==> src/rtl/fifo_ctrl_pkg.sv <==
// Shared types and command-word field positions for the multi-channel FIFO controller.
package fifo_ctrl_pkg;

   // Read-burst sequencer states
   typedef enum logic [1:0] {
      S_IDLE  = 2'd0,
      S_PULSE = 2'd1,
      S_GAP   = 2'd2
   } rd_state_t;

   // Command word bit positions
   localparam int RD_BIT  = 0;
   localparam int LEN_LSB = 8;
   localparam int LEN_W   = 8;
   localparam int RST_BIT = 16;
   localparam int CLR_BIT = 17;
   localparam int CH_LSB  = 20;
   localparam int CH_W    = 4;

   localparam logic [7:0] CNT_MAX = 8'hFF;

endpackage

==> src/rtl/fifo_alarm_bit.sv <==
// One sticky full-alarm bit: set dominates clear, holds otherwise.
module fifo_alarm_bit (
   input  logic clk,
   input  logic rst_n,
   input  logic set,
   input  logic clr,
   output logic alarm
);

   // Sticky flag with set priority
   always_ff @(posedge clk or negedge rst_n) begin
      if (!rst_n)    alarm <= 1'b0;
      else if (set)  alarm <= 1'b1;
      else if (clr)  alarm <= 1'b0;
   end

endmodule

==> src/rtl/fifo_ctrl_mc.sv <==
// Multi-channel FIFO controller: decodes SPI command words into per-channel
// FIFO resets, alarm clears and paced read bursts.
module fifo_ctrl_mc
   import fifo_ctrl_pkg::*;
#(
   parameter int NCH = 4,
   parameter int DW  = 32,
   parameter int GAP = 1
) (
   input  logic           clk,
   input  logic           rst_n,
   input  logic [DW-1:0]  din,
   input  logic           wclk,
   input  logic [NCH-1:0] fullflag,
   input  logic [NCH-1:0] emptyflag,
   output logic [NCH-1:0] fifo_rclk,
   output logic [NCH-1:0] fifo_rst,
   output logic [NCH-1:0] fullflag_alarm,
   output logic           busy,
   output logic [7:0]     rd_count
);

   localparam logic [4:0] NCH5     = 5'(NCH);
   localparam logic [3:0] GAP_LAST = (GAP > 0) ? 4'(GAP - 1) : 4'd0;

   logic             wclk_q;
   logic             acc;
   logic             cmd_rd, cmd_rst, cmd_clr, cmd_ok;
   logic [LEN_W-1:0] cmd_len;
   logic [CH_W-1:0]  cmd_ch;
   logic [NCH-1:0]   cmd_oh, act_oh, alarm_clr;
   logic             empty_act, start, kill;

   rd_state_t        state, state_n;
   logic [CH_W-1:0]  ch_q, ch_n;
   logic [7:0]       left_q, left_n;
   logic [3:0]       gap_q, gap_n;
   logic [7:0]       cnt_n;

   // Bits of din outside the command fields are intentionally ignored
   logic [DW-1:0]    din_unused;
   assign din_unused = din;

   // Command accepted only on the first cycle of a wclk high level
   assign acc     = wclk & ~wclk_q;
   assign cmd_rd  = din[RD_BIT];
   assign cmd_rst = din[RST_BIT];
   assign cmd_clr = din[CLR_BIT];
   assign cmd_len = din[LEN_LSB +: LEN_W];
   assign cmd_ch  = din[CH_LSB +: CH_W];
   assign cmd_ok  = acc & ({1'b0, cmd_ch} < NCH5);
   assign cmd_oh  = NCH'(1) << cmd_ch;
   assign act_oh  = NCH'(1) << ch_q;

   assign empty_act = |(emptyflag & act_oh);
   // Reset takes precedence over read in the same word; reads while busy are dropped
   assign start     = cmd_ok & cmd_rd & ~cmd_rst & (state == S_IDLE);
   assign kill      = cmd_ok & cmd_rst & (state != S_IDLE) & (cmd_ch == ch_q);
   assign alarm_clr = (cmd_ok & (cmd_rst | cmd_clr)) ? cmd_oh : '0;
   assign busy      = (state != S_IDLE);

   // State, burst bookkeeping, edge history and the registered reset pulse
   always_ff @(posedge clk or negedge rst_n) begin
      if (!rst_n) begin
         state    <= S_IDLE;
         ch_q     <= '0;
         left_q   <= '0;
         gap_q    <= '0;
         rd_count <= '0;
         wclk_q   <= 1'b0;
         fifo_rst <= '0;
      end else begin
         state    <= state_n;
         ch_q     <= ch_n;
         left_q   <= left_n;
         gap_q    <= gap_n;
         rd_count <= cnt_n;
         wclk_q   <= wclk;
         fifo_rst <= (cmd_ok & cmd_rst) ? cmd_oh : '0;
      end
   end

   // Burst sequencing: next state, counters and the read pulse
   always_comb begin
      state_n   = state;
      ch_n      = ch_q;
      left_n    = left_q;
      gap_n     = gap_q;
      cnt_n     = rd_count;
      fifo_rclk = '0;
      case (state)
         S_IDLE: begin
            if (start) begin
               state_n = S_PULSE;
               ch_n    = cmd_ch;
               left_n  = (cmd_len == '0) ? 8'd1 : cmd_len;
               cnt_n   = '0;
            end
         end
         S_PULSE: begin
            // An empty FIFO aborts the burst without a pulse
            if (empty_act) begin
               state_n = S_IDLE;
            end else begin
               fifo_rclk = act_oh;
               if (rd_count != CNT_MAX) cnt_n = rd_count + 8'd1;
               left_n = left_q - 8'd1;
               if (left_q == 8'd1) begin
                  state_n = S_IDLE;
               end else if (GAP == 0) begin
                  state_n = S_PULSE;
               end else begin
                  state_n = S_GAP;
                  gap_n   = '0;
               end
            end
         end
         S_GAP: begin
            if (gap_q == GAP_LAST) state_n = S_PULSE;
            else                   gap_n   = gap_q + 4'd1;
         end
         default: state_n = S_IDLE;
      endcase
      // A FIFO reset aimed at the active channel ends the burst
      if (kill) state_n = S_IDLE;
   end

   // Per-channel sticky full alarms
   for (genvar g = 0; g < NCH; g++) begin : g_alarm
      fifo_alarm_bit u_alarm (
         .clk   (clk),
         .rst_n (rst_n),
         .set   (fullflag[g]),
         .clr   (alarm_clr[g]),
         .alarm (fullflag_alarm[g])
      );
   end

endmodule

==> config.mk <==
export PLATFORM = sky130hd
export DESIGN_NAME = fifo_ctrl_mc
export DESIGN_NICKNAME = d
export VERILOG_FILES = /design/src/rtl/fifo_ctrl_pkg.sv /design/src/rtl/fifo_alarm_bit.sv /design/src/rtl/fifo_ctrl_mc.sv
export SDC_FILE = /design/constraint.sdc
export NUM_CORES = 1
export LEC_CHECK = 0
export ABC_AREA = 1
export BUFFER_PORTS_ARGS = -buffer_cell sky130_fd_sc_hd__buf_4
export CORE_ASPECT_RATIO = 0.8
export CORE_MARGIN = 5
export CORE_UTILIZATION = 52
export CTS_CLUSTER_DIAMETER = 150
export CTS_CLUSTER_SIZE = 8
export DETAILED_ROUTE_END_ITERATION = 16
export GPL_TIMING_DRIVEN = 0
export PLACE_DENSITY = 0.84
export SLEW_MARGIN = 30
export SYNTH_ARGS = -nofsm -noshare
export SYNTH_HDL_FRONTEND = slang
export SYNTH_SLANG_ARGS = --single-unit
export TNS_END_PERCENT = 100
==> constraint.sdc <==
create_clock -name clk -period 1.6 [get_ports clk]
set_input_delay 0.32 -clock clk [delete_from_list [all_inputs] [get_ports clk]]
set_output_delay 0.32 -clock clk [all_outputs]
set_load 0.02 [all_outputs]
Yosys cells after proc, flatten, opt, wreduce, memory -nomap -nowiden
Index checks and enable logic that the tools add are counted.
{"block": "op_classes", "n_eq_ne": 12, "n_shift": 2, "mux": 30, "n_reduce_logical": 16, "n_bitwise": 13, "order_cmp": 1, "n_addsub": 3}
{"op": "two-way mux 8 bit", "n": 6}
{"op": "one-hot mux 8 bit (2 select lines)", "n": 2}
{"op": "two-way mux 4 bit", "n": 7}
{"op": "nonzero test 2 bit", "n": 7}
{"op": "two-way mux 2 bit", "n": 5}
{"op": "!= test 2 bit (second input constant)", "n": 5}
{"op": "bitwise AND 1 bit", "n": 9}
{"op": "adder 8 x 1 -> 8 bit (second input constant)", "n": 1}
{"op": "equality test 8 x 1 -> 1 bit (second input constant)", "n": 1}
{"op": "logical NOT 8 bit", "n": 1}
{"op": "two-way mux 1 bit", "n": 8}
{"op": "!= test 8 bit (second input constant)", "n": 1}
{"op": "one-hot mux 4 bit (2 select lines)", "n": 1}
{"op": "AND reduction 4 bit", "n": 2}
{"op": "<< shifter 1 x 4 -> 4 bit (first input constant)", "n": 2}
{"op": "subtractor 8 x 1 -> 8 bit (second input constant)", "n": 1}
{"op": "!= test 3 bit (second input constant)", "n": 2}
{"op": "one-hot mux 2 bit (3 select lines)", "n": 1}
{"op": "adder 4 x 1 -> 4 bit (second input constant)", "n": 1}
{"op": "bitwise AND 4 bit", "n": 1}
{"op": "equality test 4 bit", "n": 1}
{"op": "logical NOT 4 bit", "n": 1}
{"op": "less-than comparator 4 x 3 -> 1 bit (second input constant)", "n": 1}
{"op": "AND reduction 2 bit", "n": 2}
{"op": "other kinds (7)", "n": 8}
{"block": "word_totals", "regBits": 35, "out_inout_bits": 21, "wordCells": 88, "inputBits": 43}

Depth between registers and ports, before layout
Gate-level depths: netlist of run 1.
{"block": "logic_depth", "word_depth": 9, "depth_mapped": 10}

Hierarchy
From an unflattened synthesis of run 1, not the netlist that was laid out.
{"block": "unflattened", "cells_unflattened": 316, "hier_area_um2": 2165.8}
{"module": "fifo_ctrl_mc", "area_each_um2": 2005.7, "cells_per_inst": 296, "instances": 1}
{"module": "fifo_alarm_bit", "area_each_um2": 40.0, "cells_per_inst": 5, "instances": 4}

Least setup slack after synthesis of run 1
OpenSTA, ideal clock, no wires.
{"block": "synth_timing", "path_type": "reg-to-reg", "from": "register rd_count[0]", "to": "register rd_count[5]", "stages_incl_launch_ff": 9, "t_required_ns": 1.535, "path_slack_ns": -0.021, "setup_time_ns": 0.065, "n_path_buf": 0, "arrival_time_ns": 1.556, "cell_sequence": "dfrtp_1 ha_1 nand3_1 nor2_2 nand3_1 nand3b_4 nand2_4 nand2_1 nand2_1"}
{"block": "synth_via", "elab_chain_cells": 4, "elab_cells_between_ends": 7}
{"item": "start: declaration", "line": "fifo_ctrl_mc.sv:20", "source": "output logic [7:0] rd_count"}
{"item": "start signal: assignment", "line": "fifo_ctrl_mc.sv:77", "source": "rd_count <= cnt_n;"}
{"item": "adder 8 x 1 -> 8 bit", "line": "fifo_ctrl_mc.sv:106", "source": "if (rd_count != CNT_MAX) cnt_n = rd_count + 8'd1;"}
{"item": "two-way mux 8 bit", "line": "fifo_ctrl_mc.sv:106"}
{"item": "two-way mux 8 bit", "line": "fifo_ctrl_mc.sv:102", "source": "if (empty_act) begin"}
{"item": "one-hot mux 8 bit (2 select lines)", "line": "fifo_ctrl_mc.sv:91", "source": "case (state)"}
Several ways; a longest one is shown, not always the timed one. The select of a mux whose other input is x is not followed.
A chain may end at the register's enable or synchronous reset.

Worst setup path in the final report of run 1
{"block": "layout_timing", "from": "register state[1]", "to": "output fifo_rclk[0]"}
{"block": "layout_via", "elab_chain_cells": 2}
{"item": "start: declaration", "line": "fifo_ctrl_mc.sv:34", "source": "rd_state_t state, state_n;"}
{"item": "start signal: assignment", "line": "fifo_ctrl_mc.sv:73", "source": "state <= state_n;"}
{"item": "equality test 2 x 1 -> 1 bit", "line": "fifo_ctrl_mc.sv:91"}
{"item": "two-way mux 4 bit", "line": "fifo_ctrl_mc.sv:91"}
{"item": "end: declaration", "line": "fifo_ctrl_mc.sv:16", "source": "output logic [NCH-1:0] fifo_rclk,"}
No other way between the ends.

==> results of run 1 <==
==> cell usage after synthesis, types with 3 or more instances <==
| cell | count |
|---|---|
| buf_4 | 4 |
| dfrtp_1 | 35 |
| ha_1 | 5 |
| inv_1 | 36 |
| inv_2 | 3 |
| nand2_1 | 70 |
| nand2_4 | 3 |
| nand3_1 | 31 |
| nand3_2 | 8 |
| nand4_1 | 3 |
| nor2_1 | 42 |
| nor2_2 | 4 |
| o21ai_0 | 20 |
| o21ai_2 | 7 |
| xnor2_1 | 3 |
==> layout make-up <==
cell class / instances / area [sq um]
clock buffers: 5 / 68.8
multi-input cells: 213 / 1240
clock inverters: 3 / 43.8
plain buffers: 8 / 73.8
inverters: 39 / 146
fillers: 308 / 1060
well taps: 57 / 71.3
flip-flops and latches: 35 / 882
repair buffers: 68 / 567
==> worst register-to-register path: cells and delay by family, from the launching register on <==
family                 cells  cell delay (ns)
DFF                        1             0.44
and+or+nand+nor            8             0.63
buffers and inverters      4             0.54
==> state kept, by name, indices dropped and copies added, names as in the netlist <==
signal,flops
g_alarm.u_alarm.alarm,4
fifo_rst,4
left_q,8
ch_q,4
state,2
gap_q,4
rd_count,8
wclk_q,1
==> cells by family (layout without fill, tap and decap cells) <==
group | Yosys count | after routing | share of synthesized area [%]
AOI/OAI and AO/OA | 33 | 33 | 8.94
xor gates and xnor gates | 4 | 4 | 1.57
adders and majority gates | 5 | 5 | 2.81
buffers and inverters | 47 | 123 | 9.89
DFF | 35 | 35 | 39.3
and+or+nand+nor | 170 | 171 | 37.4
==> layer usage <==
layer / vias up / routed length, um / global-route usage [%]
li1: 1093 / - / -
met1: 1031 / 2470 / 24.9
met2: 104 / 2920 / 35.5
met3: 21 / 427 / 6.29
met4: 0 / 155 / 8.37
met5: - / 0 / 0
==> path summary, 6_finish.rpt <==
kind	from	endpoint	slack (ns)
setup / recovery	state[1]$_DFFE_PN0P_	fifo_rclk[0]	-0.24
hold / removal	wclk	wclk_q$_DFF_PN0_	0.16
setup reg to reg	ch_q[1]$_DFFE_PN0P_	rd_count[1]$_DFFE_PN0P_	-0.13
hold reg to reg	g_alarm[3].u_alarm.alarm$_DFFE_PN0P_	g_alarm[3].u_alarm.alarm$_DFFE_PN0P_	0.51
max in group asynchronous	rst_n	rd_count[0]$_DFFE_PN0P_	0.74
min in group asynchronous	rst_n	g_alarm[3].u_alarm.alarm$_DFFE_PN0P_	0.52
==> through the flow <==
stage,cell area [sq um],instances
after detailed placement,2650,397
after global routing,3090,428
after floorplan,2230,294
final,3090,428
after global placement,2650,397
after CTS,2960,423
==> what timing repair did <==
item	4_1_cts	5_1_grt
gates resized for setup	19	16
pin swaps	9	13
buffers inserted	16	7
endpoints found under the hold margin	35	0
setup endpoints to repair	13	23
hold buffers	1	0
gates cloned	1	2
==> power groups by stage <==
stage / clock network, W / logic, W / registers [W]
after floorplan: 0 / 0.00123 / 0.00129
after global placement: 0 / 0.00162 / 0.00129
after detailed placement: 0 / 0.00166 / 0.00130
after CTS: 0.000814 / 0.00191 / 0.00130
after global routing: 0.000872 / 0.00250 / 0.00135
final: 0.000812 / 0.00228 / 0.00132
==> results.ini, run 1 <==
[run_status]
status=finished, violations left
violations=negative setup slack

[hold_path]
min_path_type=in -> reg
min_path_cells=1

[timing]
period_minus_slack_ns=1.84
skew_ns=0.00961
timing.hold.ws_ns=0.163
max_freq_ghz=0.545
fin_setup_tns_ns=-2.66
maxSlewHeadroom_pct=68.0
fin_crit_sh_pct=115
rsz0062_at_grt=true
worst_slew_pin_slew_ns=0.480
setup_slack_ns=-0.235
finalSetupViolations=20
finalMaxSlewViolations=0
hold_viol_final=0

[yosys]
synth_nets=342
synth_flop_cell=dfrtp_1
synth_largest_area_cell=dfrtp_1
synthesis.area_sq_mm=0.00223
seq_area_frac_synth_pct=39.3
synth_warnings=0
synth_area_leaders=dfrtp_1, nand2_1, nor2_1
synthArstFlopShare_pct=100
synth-seq-cells=35
ys_types=31
synthCells=294
synth.avg_cell_area_sq_um=7.57
synth_top_area_share_pct=39.3
synth_edf_count=0

[die]
rows=21
dieArea_sq_mm=0.00570
die_h_um=68.5
initial_utilization_pct=53.6
die_x_um=83.2
core_area_sq_mm=0.00415
boundaryPins=64

[cts]
clkTransAtPathRegs_ns=0.07
clk_path_buf_depth=2
cts_made_buffers=5
cts_sinks=35
insertion_delay_ns=0.29
cts_tree=yes
cts_max_level=2
clock-root-buffer=clkbuf_8

[grt]
grt_pass1_vias=2042
grt_max_degree=36
groute.usage.overall_pct=20.7
grt_antenna_before_repair=0
grt_pass1_wl_um=9430
grt_overflow=0

[power_and_ir_drop]
powerDensity_mw_per_mm2=1430
combPwrFrac_pct=51.6
power.total_w=0.00442
p_switching_w=0.00187
clockPowerShare_pct=18.4
p_leak_nw=1.53
swShare_pct=42.4
power_frac_seq_pct=30.0
vdd.ir_drop.worst_mv=0.990
p_int_w=0.00254

[worst_setup_path]
worst_path_largest_cell_delay_ns=0.42
cp_data_required_time_ns=1.28
arrival_ns=1.52
crit_path_top_delay_cell=dfrtp_1
crit_path_max_fanout=5
crit_chain=inv_1 > nand2_2 > inv_2 > nand2_1 > inv_2 > nand2_4 > nor2_1 > buf_4
worstSetupPathType=reg -> out
reg2regPathDepth=12
start_kind=flop
cp_top_family=buffers and inverters
cp.depth=8
crit_top_cell=inv_2
cp-end-kind=primary output
critPathBufInv=4

[drt]
wl_um=5970
drcViolationCount=0
vias=2249
wl_per_cell_um=13.9
drt_iter0_drc=177
viasPerCell=5.25
antenna_left=0
first_pass_iters=5

[placed_design]
dpl.hpwl_um=3590
pre_cts_ws_ns=-0.0393
gp_congestion=0.867
io_buffers=46

[finish]
final_common_cell=buf_4
drive_gt1_share_pct=36.7
final_util_pct=74.5
final_cell_mix=buf_4, nand2_1, nor2_1
antenna_cells=0
syn_to_final_growth_pct=39.0
nNetsFinal=418

[job]
drv_cap=0

Note: power is estimated with default switching activity, not from simulation.
==> run 2, diff against run 1 <==
--- a/config.mk
+++ b/config.mk
@@ -7,11 +7,12 @@
 export LEC_CHECK = 0
 export ABC_AREA = 1
 export BUFFER_PORTS_ARGS = -buffer_cell sky130_fd_sc_hd__buf_4
+export CELL_PAD_IN_SITES_DETAIL_PLACEMENT = 0
+export CELL_PAD_IN_SITES_GLOBAL_PLACEMENT = 1
 export CORE_ASPECT_RATIO = 0.8
 export CORE_MARGIN = 5
-export CORE_UTILIZATION = 52
+export CORE_UTILIZATION = 37
 export CTS_CLUSTER_DIAMETER = 150
-export CTS_CLUSTER_SIZE = 8
 export DETAILED_ROUTE_END_ITERATION = 16
 export GPL_TIMING_DRIVEN = 0
 export PLACE_DENSITY = 0.84
==> run 2 against run 1 <==
The run ends with negative hold slack, negative setup slack left. Sequential share of layout area grew 1.0 points. Clock skew is essentially flat. Core utilization shrank 24 points. Die area grew 35%. Combinational power shrank 17%. Critical path depth is the same. Register-to-register slack gained 0.12 ns.
==> results.ini, run 2 (synthesis results as in run 1) <==
[drt]
wl_um=5390  ; was 5970 um
first_pass_iters=4  ; was 5
drt_iter0_drc=86  ; was 177
drcViolationCount=0  ; unchanged
viasPerCell=4.67  ; was 5.25
wl_per_cell_um=12.2  ; was 13.9 um
vias=2071  ; was 2249
antenna_left=0  ; unchanged

[timing]
rsz0062_at_grt=true  ; unchanged
setup_slack_ns=-0.183  ; was -0.235 ns
timing.hold.ws_ns=-0.0245  ; was 0.163 ns
period_minus_slack_ns=1.78  ; was 1.84 ns
worst_slew_pin_slew_ns=0.515  ; was 0.480 ns
skew_ns=0.00941  ; was 0.00961 ns
fin_crit_sh_pct=111  ; was 115%
maxSlewHeadroom_pct=65.7  ; was 68.0%
finalMaxSlewViolations=0  ; unchanged
finalSetupViolations=8  ; was 20
max_freq_ghz=0.561  ; was 0.545 GHz
hold_viol_final=28  ; was 0

[worst_setup_path]
cp_data_required_time_ns=1.28  ; about the same
start_kind=flop  ; unchanged
worstSetupPathType=reg -> out  ; unchanged
crit_path_max_fanout=5  ; unchanged
arrival_ns=1.46  ; was 1.52 ns
cp-end-kind=primary output  ; unchanged
reg2regPathDepth=10  ; was 12
ff2ff_setup_slack_ns=-0.01  ; was -0.13 ns
reg2reg_from=ch_q[2]$_DFFE_PN0P_  ; was ch_q[1]$_DFFE_PN0P_
r2r-end=left_q[3]$_DFFE_PN0P_  ; was rd_count[1]$_DFFE_PN0P_

[power_and_ir_drop]
powerDensity_mw_per_mm2=1290  ; was 1430 mW/mm^2
clockPowerShare_pct=16.5  ; was 18.4%
power.total_w=0.00385  ; was 0.00442 W
swShare_pct=43.4  ; was 42.4%
p_int_w=0.00218  ; was 0.00254 W
p_leak_nw=1.47  ; was 1.53 nW
combPwrFrac_pct=49.4  ; was 51.6%
p_switching_w=0.00167  ; was 0.00187 W
vdd.ir_drop.worst_mv=0.533  ; was 0.990 mV
power_frac_seq_pct=34.1  ; was 30.0%

[run_status]
status=finished, violations left  ; unchanged
violations=negative hold slack, negative setup slack  ; was negative setup slack

[finish]
nNetsFinal=409  ; was 418
final_common_cell=nand2_1  ; was buf_4
multiInputGateArea_sq_mm=0.00122  ; was 0.00124 sq mm
final_cell_mix=nand2_1, buf_4, inv_1, nor2_1, dfrtp_1  ; was buf_4, nand2_1, nor2_1
reg_top3=left_q (8), rd_count (8)  ; unchanged
antenna_cells=0  ; unchanged
nFillCells=584  ; was 308
drive_gt1_share_pct=33.7  ; was 36.7%
syn_to_final_growth_pct=33.8  ; was 39.0%
register_area_sq_um=880  ; was 882 sq um

[grt]
grt_antenna_before_repair=0  ; unchanged
groute.usage.overall_pct=14.0  ; was 20.7%
grt_pass1_wl_um=8830  ; was 9430 um
grt_pass1_vias=1923  ; was 2042
grt_max_degree=36  ; unchanged
grt_overflow=0  ; unchanged

[cts]
clk_path_buf_depth=2  ; unchanged
cts_max_level=2  ; unchanged
cts_tree=yes  ; unchanged
clkTransAtPathRegs_ns=0.07  ; about the same
cts_sinks=35  ; unchanged
holdBufCountCts=0  ; was 1
clock-root-buffer=clkbuf_8  ; unchanged
cts_made_buffers=5  ; unchanged
insertion_delay_ns=0.29  ; about the same

[hold_path]
min_path_type=in -> async  ; was in -> reg

[die]
boundaryPins=64  ; unchanged
core_area_sq_mm=0.00588  ; was 0.00415 sq mm
die_h_um=79.4  ; was 68.5 um
dieArea_sq_mm=0.00768  ; was 0.00570 sq mm
rows=25  ; was 21
die_x_um=96.7  ; was 83.2 um
initial_utilization_pct=37.9  ; was 53.6%

[placed_design]
gp_congestion=0.815  ; was 0.867
dpl.hpwl_um=3790  ; was 3590 um
pre_cts_ws_ns=-0.0476  ; was -0.0393 ns
io_buffers=46  ; unchanged

[job]
drv_cap=0  ; unchanged

[run 2: cell types whose count changed in the layout (fill, tap and decap cells not counted), moves of 2 or more]
cell	previous run	this run
nor2_1	36	34
dfrtp_2	5	3
nand2_1	63	68
dfrtp_1	30	32
nor2_2	3	7
buf_4	64	59
nor2_4	7	5
nand2_2	8	3
buf_6	5	3
[run 2: how the worst max path moves through the flow]
stage                                  startpoint                      end  slack (ns)  depth (start not counted)
after detailed placement  rd_count[0]$_DFFE_PN0P_  rd_count[2]$_DFFE_PN0P_       -0.05                          8
after global placement    rd_count[0]$_DFFE_PN0P_  rd_count[1]$_DFFE_PN0P_        0.01                          8
final                         ch_q[0]$_DFFE_PN0P_             fifo_rclk[3]       -0.18                          8
after global routing          ch_q[0]$_DFFE_PN0P_             fifo_rclk[0]       -0.28                          8
after CTS                     ch_q[1]$_DFFE_PN0P_             fifo_rclk[2]       -0.16                          8
after floorplan           rd_count[0]$_DFFE_PN0P_  rd_count[5]$_DFFE_PN0P_        0.07                          8
[run 2: what timing repair did]
action | CTS | global route
buffers inserted | 8 | 4
gates resized for setup | 16 | 10
endpoints found under the setup margin | 13 | 21
gates cloned | 1 | 1
pin swaps | 8 | 4
endpoints found under the hold margin | 0 | 0
[run 2: area by class of cell]
| cell class | instances | share of cell area, % |
|---|---|---|
| multi-input combinational | 213 | 41.0 |
| inverter | 39 | 4.91 |
| sequential | 35 | 29.5 |
| clock inverter | 2 | 0.420 |
| tap | 81 | 3.40 |
| clock buffer | 6 | 2.44 |
| timing repair buffer | 59 | 15.8 |
| buffer | 8 | 2.48 |
[run 2: layer usage]
| metal | wire length, um | global-route usage [%] | up-vias |
|---|---|---|---|
| li1 | - | - | 1072 |
| met1 | 2630 | 18.8 | 958 |
| met2 | 2480 | 22.1 | 36 |
| met3 | 234 | 3.41 | 5 |
| met4 | 49 | 5.05 | 0 |
| met5 | 0 | 0 | - |
[run 2: critical path: stages (launching register included)]
cell and delay (ns):
dfrtp_1 0.42, inv_2 0.10, nor2_4 0.05, nand2_2 0.10
nor2_4 0.04, nor2_4 0.14, nand2_4 0.09, nor2_2 0.11
buf_6 0.13
[run 2: through the flow]
stage          utilization (%)  area, sq um  instances  TNS, ns
4_1_cts                   49.0         2880        438   -0.645
3_5_place_dp              45.5         2680        421   -0.256
5_1_grt                   50.7         2980        443    -2.61
3_3_place_gp              45.5         2680        421        0
6_report                  50.7         2980        443   -0.711
2_1_floorplan                -         2230        294        0
[run 2: power groups by stage]
stage / clock [W] / sequential (W) / combinational, W
finish: 0.000637 / 0.00131 / 0.00190
global route: 0.000698 / 0.00134 / 0.00213
CTS: 0.000651 / 0.00131 / 0.00179
detailed placement: 0 / 0.00130 / 0.00167
global placement: 0 / 0.00130 / 0.00165
floorplan: 0 / 0.00129 / 0.00123
==> run 3, diff against run 2 <==
--- a/config.mk
+++ b/config.mk
@@ -14,7 +14,6 @@
 export CORE_UTILIZATION = 37
 export CTS_CLUSTER_DIAMETER = 150
 export DETAILED_ROUTE_END_ITERATION = 16
-export GPL_TIMING_DRIVEN = 0
 export PLACE_DENSITY = 0.84
 export SLEW_MARGIN = 30
 export SYNTH_ARGS = -nofsm -noshare
==> run 3 against run 2 <==
Sequential cell count unchanged. Routed wire length down 5.3%. Register-to-register slack about the same. Sequential power about the same. Sequential share of layout area up 0.29 points. Count of clock-buffer cells in the layout up 1. Worst setup slack better by 0.019 ns. Core utilization down 0.43 points. The run still ends with negative hold slack, negative setup slack left. Critical path depth unchanged. Final area down 0.84%. Non-clock buffer count down 1. Combinational power up 4%.
==> results.ini, run 3 (synthesis results as in run 1) <==
[cts]
clock-root-buffer=clkbuf_8  ; unchanged
clk_path_buf_depth=2  ; unchanged
holdBufCountCts=0  ; unchanged
cts_made_buffers=5  ; unchanged
insertion_delay_ns=0.28  ; was 0.29 ns
cts_tree=yes  ; unchanged
cts_max_level=2  ; unchanged
cts_sinks=35  ; unchanged
clkTransAtPathRegs_ns=0.07  ; about the same

[job]
drv_cap=0  ; unchanged

[die]
rows=25  ; unchanged
initial_utilization_pct=37.9  ; unchanged
boundaryPins=64  ; unchanged
dieArea_sq_mm=0.00768  ; unchanged
die_h_um=79.4  ; unchanged
core_area_sq_mm=0.00588  ; unchanged
die_x_um=96.7  ; unchanged

[finish]
antenna_cells=0  ; unchanged
nFillCells=579  ; was 584
syn_to_final_growth_pct=32.7  ; was 33.8%
drive_gt1_share_pct=33.1  ; was 33.7%
nNetsFinal=407  ; was 409
final_util_pct=50.2  ; was 50.7%
stdcell_count=441  ; was 443
final_cell_mix=nand2_1, buf_4, inv_1, nor2_1, dfrtp_1  ; unchanged
final_common_cell=nand2_1  ; unchanged
reg_top3=left_q (8), rd_count (8)  ; unchanged

[worst_setup_path]
crit_path_max_fanout=5  ; unchanged
arrival_ns=1.44  ; was 1.46 ns
worstSetupPathType=reg -> out  ; unchanged
startpoint=ch_q[0]$_DFFE_PN0P_  ; unchanged
start_kind=flop  ; unchanged
cp-end-kind=primary output  ; unchanged
cp_data_required_time_ns=1.28  ; about the same
reg2reg_from=ch_q[1]$_DFFE_PN0P_  ; was ch_q[2]$_DFFE_PN0P_

[drt]
drcViolationCount=0  ; unchanged
wl_um=5100  ; was 5390 um
first_pass_iters=4  ; unchanged
drt_iter0_drc=54  ; was 86
viasPerCell=4.55  ; was 4.67
antenna_left=0  ; unchanged
wl_per_cell_um=11.6  ; was 12.2 um
vias=2006  ; was 2071

[placed_design]
gp_congestion=0.783  ; was 0.815
io_buffers=46  ; unchanged
dpl.hpwl_um=3740  ; was 3790 um
pre_cts_ws_ns=0.0593  ; was -0.0476 ns
place_inst=426  ; was 421

[timing]
finalSetupViolations=12  ; was 8
worst_slew_pin_slew_ns=0.481  ; was 0.515 ns
timing.hold.ws_ns=-0.00909  ; was -0.0245 ns
rsz0062_at_grt=true  ; unchanged
setup_slack_ns=-0.163  ; was -0.183 ns
skew_ns=0.00814  ; was 0.00941 ns
max_freq_ghz=0.567  ; was 0.561 GHz
hold_viol_final=13  ; was 28
maxSlewHeadroom_pct=67.9  ; was 65.7%
period_minus_slack_ns=1.76  ; was 1.78 ns
fin_crit_sh_pct=110  ; was 111%
finalMaxSlewViolations=0  ; unchanged
fin_setup_tns_ns=-0.658  ; was -0.711 ns

[power_and_ir_drop]
powerDensity_mw_per_mm2=1310  ; was 1290 mW/mm^2
p_leak_nw=1.45  ; was 1.47 nW
vdd.ir_drop.worst_mv=0.610  ; was 0.533 mV

[run_status]
violations=negative hold slack, negative setup slack  ; unchanged
status=finished, violations left  ; unchanged

[grt]
groute.usage.overall_pct=13.8  ; was 14.0%
grt_pass1_wl_um=8720  ; was 8830 um
grt_pass1_vias=1929  ; was 1923
grt_max_degree=36  ; unchanged
grt_overflow=0  ; unchanged
grt_antenna_before_repair=0  ; unchanged

[hold_path]
min_path_type=in -> async  ; unchanged

==> run 3: timing repair <==
action	4_1_cts	5_1_grt
setup endpoints to repair	5	20
resized for setup	18	10
setup buffers	6	1
pin swaps	9	4
==> run 3: through the flow <==
| step | total power (W) | instance area [sq um] |
|---|---|---|
| CTS | 0.00382 | 2910 |
| global route | 0.00422 | 2950 |
| global placement | 0.00305 | 2720 |
| detailed placement | 0.00307 | 2720 |
| finish | 0.00387 | 2950 |
| floorplan | 0.00252 | 2230 |
==> run 3: report_power, final <==
group          internal (W)  switching (W)  leakage (nW)  total [W]
registers           0.00110       0.000187         0.436    0.00128
clock network      0.000306       0.000315        0.0422   0.000621
logic              0.000808        0.00116         0.967    0.00197
total               0.00221        0.00166          1.45    0.00387
==> run 3: layout make-up <==
type	instances	area (sq um)	area share [%]
Multi-Input combinational cell	212	1210	40.9
Sequential cell	35	881	29.8
Timing Repair Buffer	66	536	18.1
Inverter	39	146	4.96
Tap cell	81	101	3.43
Clock buffer	7	76.3	2.58
Clock inverter	1	5.00	0.169
==> run 3: critical path, stage by stage, from the launching register on <==
cell     delay, ns
dfrtp_2       0.44
inv_2         0.09
nor2_4        0.05
nand2_2       0.09
nor2_4        0.04
nor2_4        0.12
nand2_4       0.10
nor2_2        0.11
buf_6         0.12
==> run 3: worst paths after layout <==
path	endpoint	cells past startpoint	slack (ns)
max	fifo_rclk[3]	8	-0.16
min	g_alarm[2].u_alarm.alarm$_DFFE_PN0P_	1	-0.009
max reg2reg	rd_count[6]$_DFFE_PN0P_	11	-0.01
min reg2reg	g_alarm[0].u_alarm.alarm$_DFFE_PN0P_	2	0.51
max in group asynchronous	rd_count[1]$_DFFE_PN0P_	1	1.24
min in group clk	wclk_q$_DFF_PN0_	1	0.16
==> run 3: layer usage <==
metal | global-route usage, % | wire (um)
met1 | 18.0 | 2540
met3 | 3.67 | 174
met5 | 0 | 0
met4 | 4.21 | 38
met2 | 22.7 | 2350
